**src/rtl/f_adder_pkg.sv**
```systemverilog
// Shared types and constants for the single-precision adder result stage.
// Operand classes, result flags, the in-flight tag and the FIFO entry layout
// live here so the top and the result FIFO agree on widths.
package f_adder_pkg;

    localparam logic [31:0] QNAN    = 32'h7FC00000;
    localparam logic [7:0]  EXP_MAX = 8'hFF;
    localparam int          RES_W   = 35;

    typedef enum logic [1:0] {
        FIN = 2'd0,
        INF = 2'd1,
        NAN = 2'd2
    } op_class_e;

    // Flag bit order on the output bus is {NV, OF, ZR}.
    typedef struct packed {
        logic nv;
        logic of;
        logic zr;
    } flags_t;

    // Per-operation record carried alongside the adder latency.
    typedef struct packed {
        logic      valid;
        op_class_e aclass;
        logic      asign;
        op_class_e bclass;
        logic      bsign;
    } tag_t;

    // FIFO entry: flags in the top three bits, IEEE-754 word below.
    typedef struct packed {
        flags_t      flags;
        logic [31:0] sum;
    } result_t;

    // Operand classification from the raw IEEE-754 bit pattern.
    function automatic op_class_e classify(input logic [31:0] x);
        if (x[30:23] != EXP_MAX) begin
            return FIN;
        end else if (x[22:0] != 23'd0) begin
            return NAN;
        end else begin
            return INF;
        end
    endfunction

endpackage

```
**src/rtl/f_adder_resfifo.sv**
```systemverilog
// Show-ahead result FIFO. Pointers carry one extra wrap bit so full and empty
// are distinguishable; the head word reads as zero while the FIFO is empty.
// Storage is deliberately not reset: only the pointers define occupancy.
module f_adder_resfifo #(
    parameter int DEPTH = 8,
    parameter int WIDTH = 35
) (
    input  logic             clk,
    input  logic             rst_n,
    input  logic             wr_en,
    input  logic [WIDTH-1:0] wr_data,
    input  logic             rd_en,
    output logic [WIDTH-1:0] rd_data,
    output logic             empty
);

    localparam int AW = $clog2(DEPTH);

    logic [AW:0]      wr_ptr_q, wr_ptr_d;
    logic [AW:0]      rd_ptr_q, rd_ptr_d;
    logic [WIDTH-1:0] mem_q [DEPTH];
    logic             full;
    logic             do_wr;
    logic             do_rd;

    // Occupancy decode, guarded pointer advance and show-ahead head read.
    always_comb begin
        empty    = (wr_ptr_q == rd_ptr_q);
        full     = (wr_ptr_q[AW] != rd_ptr_q[AW]) &&
                   (wr_ptr_q[AW-1:0] == rd_ptr_q[AW-1:0]);
        do_wr    = wr_en && !full;
        do_rd    = rd_en && !empty;
        wr_ptr_d = wr_ptr_q + {{AW{1'b0}}, do_wr};
        rd_ptr_d = rd_ptr_q + {{AW{1'b0}}, do_rd};
        rd_data  = empty ? '0 : mem_q[rd_ptr_q[AW-1:0]];
    end

    // Pointer registers; reset empties the FIFO.
    always_ff @(posedge clk or negedge rst_n) begin
        if (!rst_n) begin
            wr_ptr_q <= '0;
            rd_ptr_q <= '0;
        end else begin
            wr_ptr_q <= wr_ptr_d;
            rd_ptr_q <= rd_ptr_d;
        end
    end

    // Entry storage written at the tail.
    always_ff @(posedge clk) begin
        if (do_wr) begin
            mem_q[wr_ptr_q[AW-1:0]] <= wr_data;
        end
    end

endmodule

```
**src/rtl/f_adder_outstage.sv**
```systemverilog
// Result-side companion to the pipelined single-precision adder.
// A LAT-deep tag pipeline marks which adder cycles carry real operations,
// IEEE-754 special cases are patched onto the raw sum, and results are queued
// in a show-ahead FIFO. A credit counter throttles issue so that results
// already in the non-stallable adder always find a FIFO slot.
// Optional feature macro: F_ADDER_STATS_EN adds saturating NV/OF counters.
module f_adder_outstage
    import f_adder_pkg::*;
#(
    parameter int LAT   = 6,
    parameter int DEPTH = 8
) (
    input  logic        clk18,
    input  logic        rst_n18,
    input  logic        in_valid18,
    output logic        in_ready18,
    input  logic [31:0] a_original18,
    input  logic [31:0] b_original18,
    input  logic [31:0] sum18,
    output logic        out_valid18,
    input  logic        out_ready18,
    output logic [31:0] out_sum18,
    output logic [2:0]  out_flags18
`ifdef F_ADDER_STATS_EN
    ,
    output logic [15:0] cnt_nv18,
    output logic [15:0] cnt_of18
`endif
);

    localparam int             RW      = $clog2(DEPTH) + 1;
    localparam logic [RW-1:0]  ONE     = RW'(1);
    localparam logic [RW-1:0]  DEPTH_C = RW'(DEPTH);

    logic [RW-1:0] reserved_q, reserved_d;
    tag_t          tag_q [LAT];
    tag_t          tag_d [LAT];
    tag_t          tag_new;
    tag_t          tag_out;
    result_t       res_w;
    result_t       head;
    logic          accept;
    logic          pop;
    logic          fifo_empty;

    // Special-case overrides in priority order; the raw sum passes through
    // only for finite operands without exponent overflow.
    function automatic result_t form_result(input tag_t t, input logic [31:0] s);
        result_t r;
        r.flags = '0;
        r.sum   = s;
        if (t.aclass == NAN || t.bclass == NAN) begin
            r.sum      = QNAN;
            r.flags.nv = 1'b1;
        end else if (t.aclass == INF && t.bclass == INF && t.asign != t.bsign) begin
            r.sum      = QNAN;
            r.flags.nv = 1'b1;
        end else if (t.aclass == INF) begin
            r.sum = {t.asign, EXP_MAX, 23'd0};
        end else if (t.bclass == INF) begin
            r.sum = {t.bsign, EXP_MAX, 23'd0};
        end else if (s[30:23] == EXP_MAX) begin
            r.sum      = {s[31], EXP_MAX, 23'd0};
            r.flags.of = 1'b1;
        end else begin
            r.flags.zr = (s[30:0] == 31'd0);
        end
        return r;
    endfunction

    // Saturating event counter increment.
    function automatic logic [15:0] sat_inc(input logic [15:0] c);
        return (c == 16'hFFFF) ? c : c + 16'd1;
    endfunction

    // Issue handshake, credit accounting and the tag entering the pipeline.
    always_comb begin
        in_ready18     = (reserved_q < DEPTH_C);
        accept         = in_valid18 && in_ready18;
        pop            = out_valid18 && out_ready18;
        reserved_d     = reserved_q;
        if (accept && !pop) begin
            reserved_d = reserved_q + ONE;
        end else if (pop && !accept) begin
            reserved_d = reserved_q - ONE;
        end
        tag_new        = '0;
        tag_new.valid  = accept;
        tag_new.aclass = classify(a_original18);
        tag_new.asign  = a_original18[31];
        tag_new.bclass = classify(b_original18);
        tag_new.bsign  = b_original18[31];
    end

    // Tag shift: stage 0 is the newest, stage LAT-1 lines up with sum18.
    always_comb begin
        tag_d[0] = tag_new;
        for (int i = 1; i < LAT; i++) begin
            tag_d[i] = tag_q[i-1];
        end
        tag_out = tag_q[LAT-1];
        res_w   = form_result(tag_out, sum18);
    end

    // Credit counter and tag pipeline; reset discards everything in flight.
    always_ff @(posedge clk18 or negedge rst_n18) begin
        if (!rst_n18) begin
            reserved_q <= '0;
            for (int i = 0; i < LAT; i++) begin
                tag_q[i] <= '0;
            end
        end else begin
            reserved_q <= reserved_d;
            for (int i = 0; i < LAT; i++) begin
                tag_q[i] <= tag_d[i];
            end
        end
    end

    f_adder_resfifo #(
        .DEPTH (DEPTH),
        .WIDTH (RES_W)
    ) u_resfifo (
        .clk     (clk18),
        .rst_n   (rst_n18),
        .wr_en   (tag_out.valid),
        .wr_data (res_w),
        .rd_en   (out_ready18),
        .rd_data (head),
        .empty   (fifo_empty)
    );

    // Output view of the FIFO head (zero while empty).
    always_comb begin
        out_valid18 = !fifo_empty;
        out_sum18   = head.sum;
        out_flags18 = head.flags;
    end

`ifdef F_ADDER_STATS_EN
    logic [15:0] cnt_nv_q, cnt_nv_d;
    logic [15:0] cnt_of_q, cnt_of_d;

    // Count results written with invalid or overflow flags.
    always_comb begin
        cnt_nv_d = cnt_nv_q;
        cnt_of_d = cnt_of_q;
        if (tag_out.valid && res_w.flags.nv) begin
            cnt_nv_d = sat_inc(cnt_nv_q);
        end
        if (tag_out.valid && res_w.flags.of) begin
            cnt_of_d = sat_inc(cnt_of_q);
        end
        cnt_nv18 = cnt_nv_q;
        cnt_of18 = cnt_of_q;
    end

    // Statistics registers.
    always_ff @(posedge clk18 or negedge rst_n18) begin
        if (!rst_n18) begin
            cnt_nv_q <= '0;
            cnt_of_q <= '0;
        end else begin
            cnt_nv_q <= cnt_nv_d;
            cnt_of_q <= cnt_of_d;
        end
    end
`endif

endmodule
```
**config.mk**
```make
export PLATFORM = sky130hd
export DESIGN_NAME = f_adder_outstage
export DESIGN_NICKNAME = d
export VERILOG_FILES = /design/src/rtl/f_adder_pkg.sv /design/src/rtl/f_adder_resfifo.sv /design/src/rtl/f_adder_outstage.sv
export SDC_FILE = /design/constraint.sdc
export NUM_CORES = 1
export LEC_CHECK = 0
export BUFFER_PORTS_ARGS = -buffer_cell sky130_fd_sc_hd__clkbuf_2
export CAP_MARGIN = 25
export CORE_ASPECT_RATIO = 1.2
export CORE_UTILIZATION = 51
export DETAILED_ROUTE_END_ITERATION = 10
export PLACE_DENSITY = 0.78
export SYNTH_ARGS = -nofsm -noshare
export SYNTH_HDL_FRONTEND = slang
export SYNTH_SLANG_ARGS = --single-unit
```
**constraint.sdc**
```tcl
create_clock -name clk18 -period 6 [get_ports clk18]
set_input_delay 1.2 -clock clk18 [delete_from_list [all_inputs] [get_ports clk18]]
set_output_delay 1.2 -clock clk18 [all_outputs]
set_load 0.05 [all_outputs]
```
==> impl_metrics.tcl, run 1 <==
set metrics [dict create \
    clockBufferDepth 3 \
    timing.max_slew.rel_slack_pct 24.6 \
    startpoint "u_resfifo.rd_ptr_q[1]" \
    fin_crit_sh_pct 72.6 \
    cts_resized 0 \
    postCtsSetupBuffers 0 \
    cts.clk_slew.worst_paths_ns 0.06 \
    timing.rr.start "u_resfifo.rd_ptr_q[0]" \
    grt_overflow 0 \
    cts_tree "done" \
    async_flop_share_pct 16.2 \
    dr.pass1.iters 5 \
    area_growth_pct 17.4 \
    synth_largest_area_cell "edfxtp_1" \
    end_kind "primary output" \
    vdd_ir_drop_max_mv 0.335 \
    slowest_stage "dfrtp_2" \
    dpl_worst_slack_ns 2.18 \
    synth_cell_type_count 39 \
    hpwl_um 14200 \
    grt_max_degree 55 \
    cellPowerDensity_mw_per_mm2 534 \
    ys_seq_area_share_pct 74.7 \
    hold_slack_ns 0.334 \
    total_power_mw 8.19 \
    ant_nets 0 \
    cts-htree-levels 1 \
    coreArea_mm2 0.0249 \
    critPathBufInv 2 \
    hold_start "tag_d[5]" \
    via_count 6668 \
    path_cells "buf_4 -> mux4_2 -> mux2i_1 -> nor2_1 -> clkbuf_2" \
    ioPinCount 137 \
    finalCriticalPeriod_ns 4.35 \
    synth_top_flop_cell "edfxtp_1" \
    clockRootBuffer "clkbuf_16" \
    avgViaCountPerCell 5.79 \
    die-width_um 148 \
    path_max_fanout 40 \
    avgSynthCellArea_um2 20.2 \
    drv_cap 0 \
    grt_pass1_wl_um 38000 \
    finalHoldViolCount 0 \
    cp_slowest_stage_delay_ns 0.95 \
    diodes 0 \
    status "completed" \
    dieArea_mm2 0.0263 \
    hp-class "register to register" \
    drive_gt1_share_pct 36.3 \
    synth_area_mm2 0.0131 \
    drt_iter0_markers 448 \
    port_buffers 136 \
    place.gp.congestion 0.807 \
    grt_pass1_vias 6826 \
    synth_edf_count 280 \
    synth_fp_nets 755 \
    max_freq_ghz 0.230 \
    cts.sinks 334 \
    p_leak_nw 5.53 \
    cp.arrival_ns 3.15 \
    criticalPathCategory "register to primary output" \
    synth-seq-cells 334 \
    insertion_delay_ns 0.55 \
    drc 0 \
    initial_core_util_pct 52.5 \
    crit_family "flip-flops" \
    antenna_found_initial 0 \
    report.final.slew_viol_count 0 \
    crit_path_start_kind "register" \
    synthCells 647 \
    yosys-top-cells-area "edfxtp_1 (64%), mux4_2 (12%), dfrtp_1 (10%)" \
    finClkSkew_ns 0.0133 \
    synth_top_cell_area_share_pct 64.3 \
    rsz0062_at_grt "false" \
    die_y_um 177 \
    fin_tns_setup_ns 0 \
    ys_warn_count 0 \
    drt-wirelength-per-cell_um 22.0 \
    postCtsHoldBufs 0 \
    place_area_mm2 0.0141 \
    tightest_slew_ns 1.12 \
    setup_violations 0 \
    nets 911 \
    cts_inserted_buffers 31 \
    wirelength_um 25400 \
    row_count 63 \
    fin_area_mm2 0.0153 \
    setup_ws_ns 1.65 \
    grtUsageTotal_pct 19.7 \
    crit_required_ns 4.80 \
]
-- cell usage in the layout (no fill, tap or decap), types with 3 or more instances in the layout --
| cell | n |
|---|---|
| buf_4 | 18 |
| bufinv_16 | 12 |
| clkbuf_16 | 31 |
| clkbuf_2 | 136 |
| clkinv_1 | 4 |
| clkinv_2 | 4 |
| dfrtp_1 | 51 |
| edfxtp_1 | 280 |
| ha_1 | 7 |
| inv_1 | 3 |
| mux2i_1 | 36 |
| mux4_2 | 70 |
| nand2_1 | 6 |
| nand2b_1 | 8 |
| nand3_1 | 5 |
| nand4_1 | 11 |
| nor2_1 | 36 |
| nor2b_1 | 3 |
| nor3_1 | 7 |
| nor3_2 | 6 |
| nor3b_1 | 22 |
| nor4_1 | 18 |
| o211ai_1 | 3 |
| or2_1 | 7 |
| or2_2 | 3 |
| xnor2_1 | 6 |
| xor2_2 | 3 |
-- cell type report --
class,count,area (um^2)
sequential,334,9770
inverter,4,15.0
clock buffer,32,779
tap,325,407
clock inverter,25,442
multi-input combinational,278,3120
fill,1715,9560
timing repair buffer,154,816
-- power breakdown --
| group | leakage [nW] | switching, mW | total [mW] | internal [mW] |
|---|---|---|---|---|
| Sequential | 3.23 | 0.235 | 3.05 | 2.82 |
| Clock | 0.590 | 0.831 | 2.29 | 1.46 |
| Combinational | 1.70 | 1.88 | 2.84 | 0.964 |
| Total | 5.53 | 2.94 | 8.19 | 5.25 |
-- worst reg2reg max path: stages (launching register included) --
cell and delay (ns):
dfrtp_4 0.98, xor2_2 0.26, nor4b_4 0.38, nand2b_1 0.17
ha_1 0.24, inv_1 0.12, ha_1 0.37, or4_1 0.54
o211ai_1 0.11, o211ai_1 0.10
-- Yosys cell counts (all sizes together), types with 6 or more instances --
cell type  instances
nor2              37
ha                 7
nor4              21
nor3              13
buf               25
nand2              6
dfrtp             54
mux4              70
clkbuf             6
nand2b             8
edfxtp           280
mux2i             36
nand4             11
nor3b             22
xnor2              6
or2               10
-- per-stage QoR --
step / cells / util (%)
2_1_floorplan: 647 / -
3_3_place_gp: 1095 / 56.7
3_5_place_dp: 1095 / 56.7
4_1_cts: 1152 / 61.6
5_1_grt: 1152 / 61.6
6_report: 1152 / 61.6
-- registers in the layout, indices dropped and copies added, names as in the netlist --
register            cells
u_resfifo.wr_ptr_q      4
tag_d                  35
reserved_q              4
tag_out                 7
u_resfifo.mem_q       280
u_resfifo.rd_ptr_q      4
-- routing by layer --
| layer | global-route usage, % | vias to the layer above | routed length (um) |
|---|---|---|---|
| li1 | - | 2929 | - |
| met1 | 24.2 | 3393 | 9520 |
| met2 | 34.8 | 293 | 13500 |
| met3 | 2.57 | 53 | 1510 |
| met4 | 9.15 | 0 | 784 |
| met5 | 0 | - | 0 |
-- kinds of logic (layout without fill, tap and decap cells) --
| logic type | count (synthesis) | after routing | share of synthesized area (%) |
|---|---|---|---|
| buffers and inverters | 35 | 215 | 1.77 |
| XOR/XNOR | 11 | 11 | 0.910 |
| flip-flops | 334 | 334 | 74.7 |
| adder cells (fa/ha/maj) | 8 | 8 | 0.823 |
| AO/OA/AOI/OAI | 12 | 12 | 0.718 |
| AND/OR/NAND/NOR | 140 | 140 | 6.19 |
| multiplexers | 107 | 107 | 14.9 |
-- path summary, 6_finish.rpt --
kind	end	slack, ns	cells after the start
max in group asynchronous	u_resfifo.rd_ptr_q[0]	4.76	2
worst max register to register	reserved_q[3]	2.61	9
min in group asynchronous	reserved_q[2]	0.75	2
worst max-delay path	out_sum18[3]	1.65	5
worst min register to register	tag_out[5]	0.33	0
worst min-delay path	tag_out[5]	0.33	0
(Power assumes the default switching activity.)
==> run 2, diff against run 1 <==
==> constraint.sdc (replaced) <==
create_clock -name clk18 -period 4.25 [get_ports clk18]
set_input_delay 0.85 -clock clk18 [delete_from_list [all_inputs] [get_ports clk18]]
set_output_delay 0.85 -clock clk18 [all_outputs]
set_load 0.05 [all_outputs]
==> run 2 against run 1 <==
Highest routed layer is now met5. Sequential share of layout area up 0.86 points. Critical path depth did not move. Critical path type unchanged. Final area is 1.3% lower.
==> impl_metrics.tcl, run 2 (synthesis results as in run 1) <==
set metrics [dict create \
    criticalPathCategory "register to primary output" \
    rr_worst_depth 9 \
    drt-wirelength-per-cell_um 22.1 \
    ant_nets 0 \
    place.gp.congestion 0.820 \
    tightest_slew_ns 1.03 \
    cts.clk_slew.worst_paths_ns 0.06 \
    cts.sinks 334 \
    slowest_stage "dfrtp_4" \
    hold_start "tag_d[5]" \
    grtUsageTotal_pct 20.0 \
    initial_core_util_pct 52.5 \
    p_leak_nw 5.43 \
    cp.arrival_ns 2.77 \
    path_max_fanout 21 \
    row_count 63 \
    grt_max_degree 58 \
    reg2reg_slack_ns 1.19 \
    hp-class "register to register" \
    dpl_worst_slack_ns 1.16 \
    grt_overflow 0 \
    utilization_pct 60.8 \
    crit_path_start_kind "register" \
    diodes 0 \
    via_count 6694 \
    report.final.slew_viol_count 0 \
    largest_reg_flops 280 \
    cts_tree "done" \
    avgViaCountPerCell 5.83 \
    finClkSkew_ns 0.0221 \
    min_path_cells 0 \
    cellPowerDensity_mw_per_mm2 731 \
    p_comb_share_pct 37.2 \
    cts_inserted_buffers 29 \
    antenna_found_initial 1 \
    finalHoldViolCount 0 \
    switching_share_pct 37.0 \
    mostFrequentLayoutCell "edfxtp_1" \
    pwr-share-clk_pct 24.5 \
    dp.cells 1095 \
    cts_resized 0 \
    area_growth_pct 15.9 \
    setup_violations 0 \
    wirelength_um 25400 \
    coreArea_mm2 0.0249 \
    insertion_delay_ns 0.55 \
    total_power_mw 11.1 \
    final_cells 1148 \
    postCtsSetupBuffers 0 \
    die-width_um 148 \
    critPathBufInv 2 \
    timing.max_slew.rel_slack_pct 30.2 \
    rsz0062_at_grt "false" \
    dieArea_mm2 0.0263 \
    drv_cap 0 \
    r2r_end "reserved_q[3]" \
    ioPinCount 137 \
    finalCriticalPeriod_ns 3.62 \
    drt_iter0_markers 391 \
    power_switching_mw 4.10 \
    cp.depth 5 \
    clockBufferDepth 3 \
    hpwl_um 14200 \
    end_kind "primary output" \
    cp_slowest_stage_delay_ns 0.73 \
    timing.rr.start "u_resfifo.rd_ptr_q[0]" \
    grt_pass1_vias 7016 \
    status "completed" \
    setup_ws_ns 0.628 \
    power.internal_mw 6.98 \
    fin_crit_sh_pct 85.2 \
    vdd_ir_drop_max_mv 0.380 \
    crit_required_ns 3.40 \
    grt_pass1_wl_um 38700 \
    final_cell_mix "edfxtp_1 (280), clkbuf_2 (137), mux4_2 (70), dfrtp_1 (51)" \
    postCtsHoldBufs 0 \
    path_cells "buf_4 -> mux4_2 -> mux2i_1 -> nor2_1 -> clkbuf_2" \
    drc 0 \
    crit_family "flip-flops" \
    fillers 1744 \
    dr.pass1.iters 4 \
    die_y_um 177 \
    clockRootBuffer "clkbuf_16" \
    max_freq_ghz 0.276 \
    holdPathEnd "tag_out[5]" \
    drive_gt1_share_pct 35.5 \
    port_buffers 136 \
    pwr-share-seq_pct 38.3 \
    nets 910 \
    cts-htree-levels 1 \
]
[run 2: cell types whose count changed in the layout (fill, tap and decap cells not counted), sizes merged]
| cell | previous run | this run |
|---|---|---|
| inv | 4 | 5 |
| clkinvlp | 2 | 1 |
| clkbuf | 168 | 170 |
| bufinv | 12 | 6 |
[run 2: layout make-up]
type                       instances  area [um^2]  area share [%]
sequential                       334         9770            64.5
inverter                           4         15.0          0.0992
tap                              325          407            2.69
clock inverter                    19          245            1.62
multi-input combinational        278         3120            20.6
clock buffer                      33          741            4.89
timing repair buffer             155          846            5.59
[run 2: worst max path at each step]
stage	from	endpoint	slack, ns
after global routing	u_resfifo.rd_ptr_q[0]	out_sum18[1]	0.51
after detailed placement	u_resfifo.rd_ptr_q[0]	out_sum18[1]	1.16
after CTS	u_resfifo.rd_ptr_q[0]	out_sum18[1]	0.55
after global placement	u_resfifo.rd_ptr_q[0]	out_sum18[1]	1.16
final	u_resfifo.rd_ptr_q[0]	out_sum18[1]	0.63
after floorplan	u_resfifo.rd_ptr_q[0]	u_resfifo.mem_q[0][0]	-0.57
[run 2: per-layer routing]
metal,global-route usage (%),vias to the layer above,wire (um)
li1,-,2924,-
met1,24.6,3419,9740
met2,35.0,279,13000
met3,2.65,70,1440
met4,9.54,2,1170
met5,0,-,15
[run 2: metrics by stage]
step	area (um^2)	TNS (ns)	hold WS (ns)
floorplan	13100	-39.95	0.331
global placement	14100	0	0.333
detailed placement	14100	0	0.337
CTS	15100	0	0.337
global route	15100	0	0.351
finish	15100	0	0.338
[run 2: worst register-to-register path, cell delays in order (launching register included)]
cell and delay (ns):
dfrtp_4 0.67, xor2_2 0.28, nor4b_4 0.30, nand2b_1 0.19, ha_1 0.25, inv_1 0.12
ha_1 0.37, or4_1 0.54, o211ai_1 0.11, o211ai_1 0.10
[run 2: power by group through the flow]
stage	logic, mW	registers (mW)	clock network, mW
global route	4.37	4.28	2.88
detailed placement	4.17	4.30	0
CTS	4.18	4.24	2.75
global placement	4.11	4.28	0
floorplan	3.37	4.16	0
finish	4.12	4.24	2.72
==> run 3, diff against run 2 <==
--- a/config.mk
+++ b/config.mk
@@ -5,12 +5,13 @@
 export SDC_FILE = /design/constraint.sdc
 export NUM_CORES = 1
 export LEC_CHECK = 0
-export BUFFER_PORTS_ARGS = -buffer_cell sky130_fd_sc_hd__clkbuf_2
 export CAP_MARGIN = 25
 export CORE_ASPECT_RATIO = 1.2
 export CORE_UTILIZATION = 51
 export DETAILED_ROUTE_END_ITERATION = 10
-export PLACE_DENSITY = 0.78
+export DONT_BUFFER_PORTS = 1
+export HOLD_SLACK_MARGIN = 0.15
+export PLACE_DENSITY = 0.64
 export SYNTH_ARGS = -nofsm -noshare
 export SYNTH_HDL_FRONTEND = slang
 export SYNTH_SLANG_ARGS = --single-unit
==> run 3 against run 2 <==
Non-clock buffer count shrank 106. First-iteration DRC count shrank 5.1%. Register-to-register slack lost 0.34 ns. Critical path depth is the same. Flip-flop and latch count is the same. Global-route usage grew 0.48 points. Count of clock-buffer cells in the layout grew 6. Largest cell class unchanged.
==> impl_metrics.tcl, run 3 (synthesis results as in run 1) <==
set metrics [dict create \
    finalCriticalPeriod_ns 3.65 \
    grtUsageTotal_pct 20.5 \
    largest_reg_flops 280 \
    rsz0062_at_grt "false" \
    place.gp.congestion 0.823 \
    rr_worst_depth 10 \
    avgViaCountPerCell 6.03 \
    ant_nets 0 \
    path_max_fanout 51 \
    multiInputGateArea_mm2 0.00312 \
    finClkSkew_ns 0.00844 \
    cts_resized 0 \
    fillers 1839 \
    end_kind "primary output" \
    nets 806 \
    clockRootBuffer "clkbuf_16" \
    pwr-share-clk_pct 24.1 \
    drive_gt1_share_pct 26.7 \
    max_freq_ghz 0.274 \
    die_y_um 177 \
    cts-htree-levels 1 \
    clockBufferDepth 3 \
    report.final.slew_viol_count 0 \
    area_growth_pct 12.7 \
    utilization_pct 59.1 \
    hpwl_um 14600 \
    tightest_slew_ns 1.02 \
    cp.arrival_ns 2.80 \
    coreArea_mm2 0.0249 \
    status "completed" \
    cts.clk_slew.worst_paths_ns 0.07 \
    cts.sinks 334 \
    criticalPathCategory "register to primary output" \
    min_path_cells 0 \
    port_buffers 0 \
    finalHoldViolCount 0 \
    pwr-share-seq_pct 37.6 \
    p_leak_nw 5.03 \
    power.internal_mw 7.03 \
    dp.cells 988 \
    insertion_delay_ns 0.54 \
    drt-wirelength-per-cell_um 25.0 \
    ioPinCount 137 \
    power_switching_mw 4.15 \
    seq_area_mm2 0.00977 \
    dr.pass1.iters 4 \
    drc 0 \
    final_cell_mix "edfxtp_1 (280), mux4_2 (70), dfrtp_1 (51), buf_4 (45)" \
    wirelength_um 26200 \
    diodes 0 \
    crit_required_ns 3.40 \
    grt_overflow 0 \
    mostFrequentLayoutCell "edfxtp_1" \
    initial_core_util_pct 52.5 \
    cts_inserted_buffers 31 \
    grt_max_degree 73 \
    grt_pass1_wl_um 39400 \
    antenna_found_initial 0 \
    fin_area_mm2 0.0147 \
    final_cells 1047 \
    cellPowerDensity_mw_per_mm2 758 \
    drv_cap 0 \
    timing.max_slew.rel_slack_pct 30.6 \
    setup_violations 0 \
    place_area_mm2 0.0137 \
    p_comb_share_pct 38.3 \
    grt_pass1_vias 6971 \
    die-width_um 148 \
    dieArea_mm2 0.0263 \
    crit_path_start_kind "register" \
    cts_tree "done" \
    fin_crit_sh_pct 85.9 \
    row_count 63 \
    drt_iter0_markers 371 \
    total_power_mw 11.2 \
    switching_share_pct 37.1 \
    vdd_ir_drop_max_mv 0.420 \
    via_count 6318 \
    hp-class "primary input to register" \
]
==> run 3: routing by layer <==
layer  global-route usage [%]  share of wire, %
met5                        0                 0
met2                     37.4                54
met3                     2.83               5.3
met1                     25.0                39
met4                     6.49               2.5
==> run 3: power by group through the flow <==
stage | Combinational [mW] | Clock (mW) | Sequential [mW]
floorplan | 3.37 | 0 | 4.16
detailed placement | 4.33 | 0 | 4.28
CTS | 4.35 | 2.75 | 4.21
global placement | 4.26 | 0 | 4.24
finish | 4.28 | 2.69 | 4.20
global route | 4.53 | 2.86 | 4.24
==> run 3: final timing paths <==
kind,from,endpoint,slack (ns)
worst max-delay path,u_resfifo.rd_ptr_q[0],out_flags18[0],0.60
worst min-delay path,a_original18[31],tag_d[31],0.33
worst max register to register,u_resfifo.rd_ptr_q[0],reserved_q[3],0.85
worst min register to register,tag_d[2],tag_out[2],0.35
max in group asynchronous,rst_n18,u_resfifo.rd_ptr_q[0],3.19
min in group asynchronous,rst_n18,tag_d[20],0.82
==> run 3: cell type report <==
type | instances | area share (%)
flip-flops and latches | 334 | 66.3
multi-input cells | 278 | 21.2
clock buffers | 39 | 5.74
repair buffers | 49 | 2.82
well taps | 325 | 2.76
clock inverters | 18 | 1.10
inverters | 4 | 0.102
==> run 3: worst max-delay path, stage by stage, from the launching register on <==
cell     delay (ns)
dfrtp_4        0.75
buf_12         0.44
mux4_2         0.56
mux2i_1        0.20
nor2_1         0.10
buf_4          0.20
==> run 3: per-stage QoR <==
step / worst slack [ns] / TNS (ns) / hold slack [ns]
floorplan: -0.571 / -39.95 / 0.331
global placement: 1.05 / 0 / 0.333
detailed placement: 0.851 / 0 / 0.335
CTS: 0.478 / 0 / 0.311
global route: 0.403 / 0 / 0.308
finish: 0.601 / 0 / 0.334
==> run 3: timing repair <==
item,4_1_cts,5_1_grt
buffers inserted,0,0
hold buffers,2,0
hold endpoints to repair,54,0
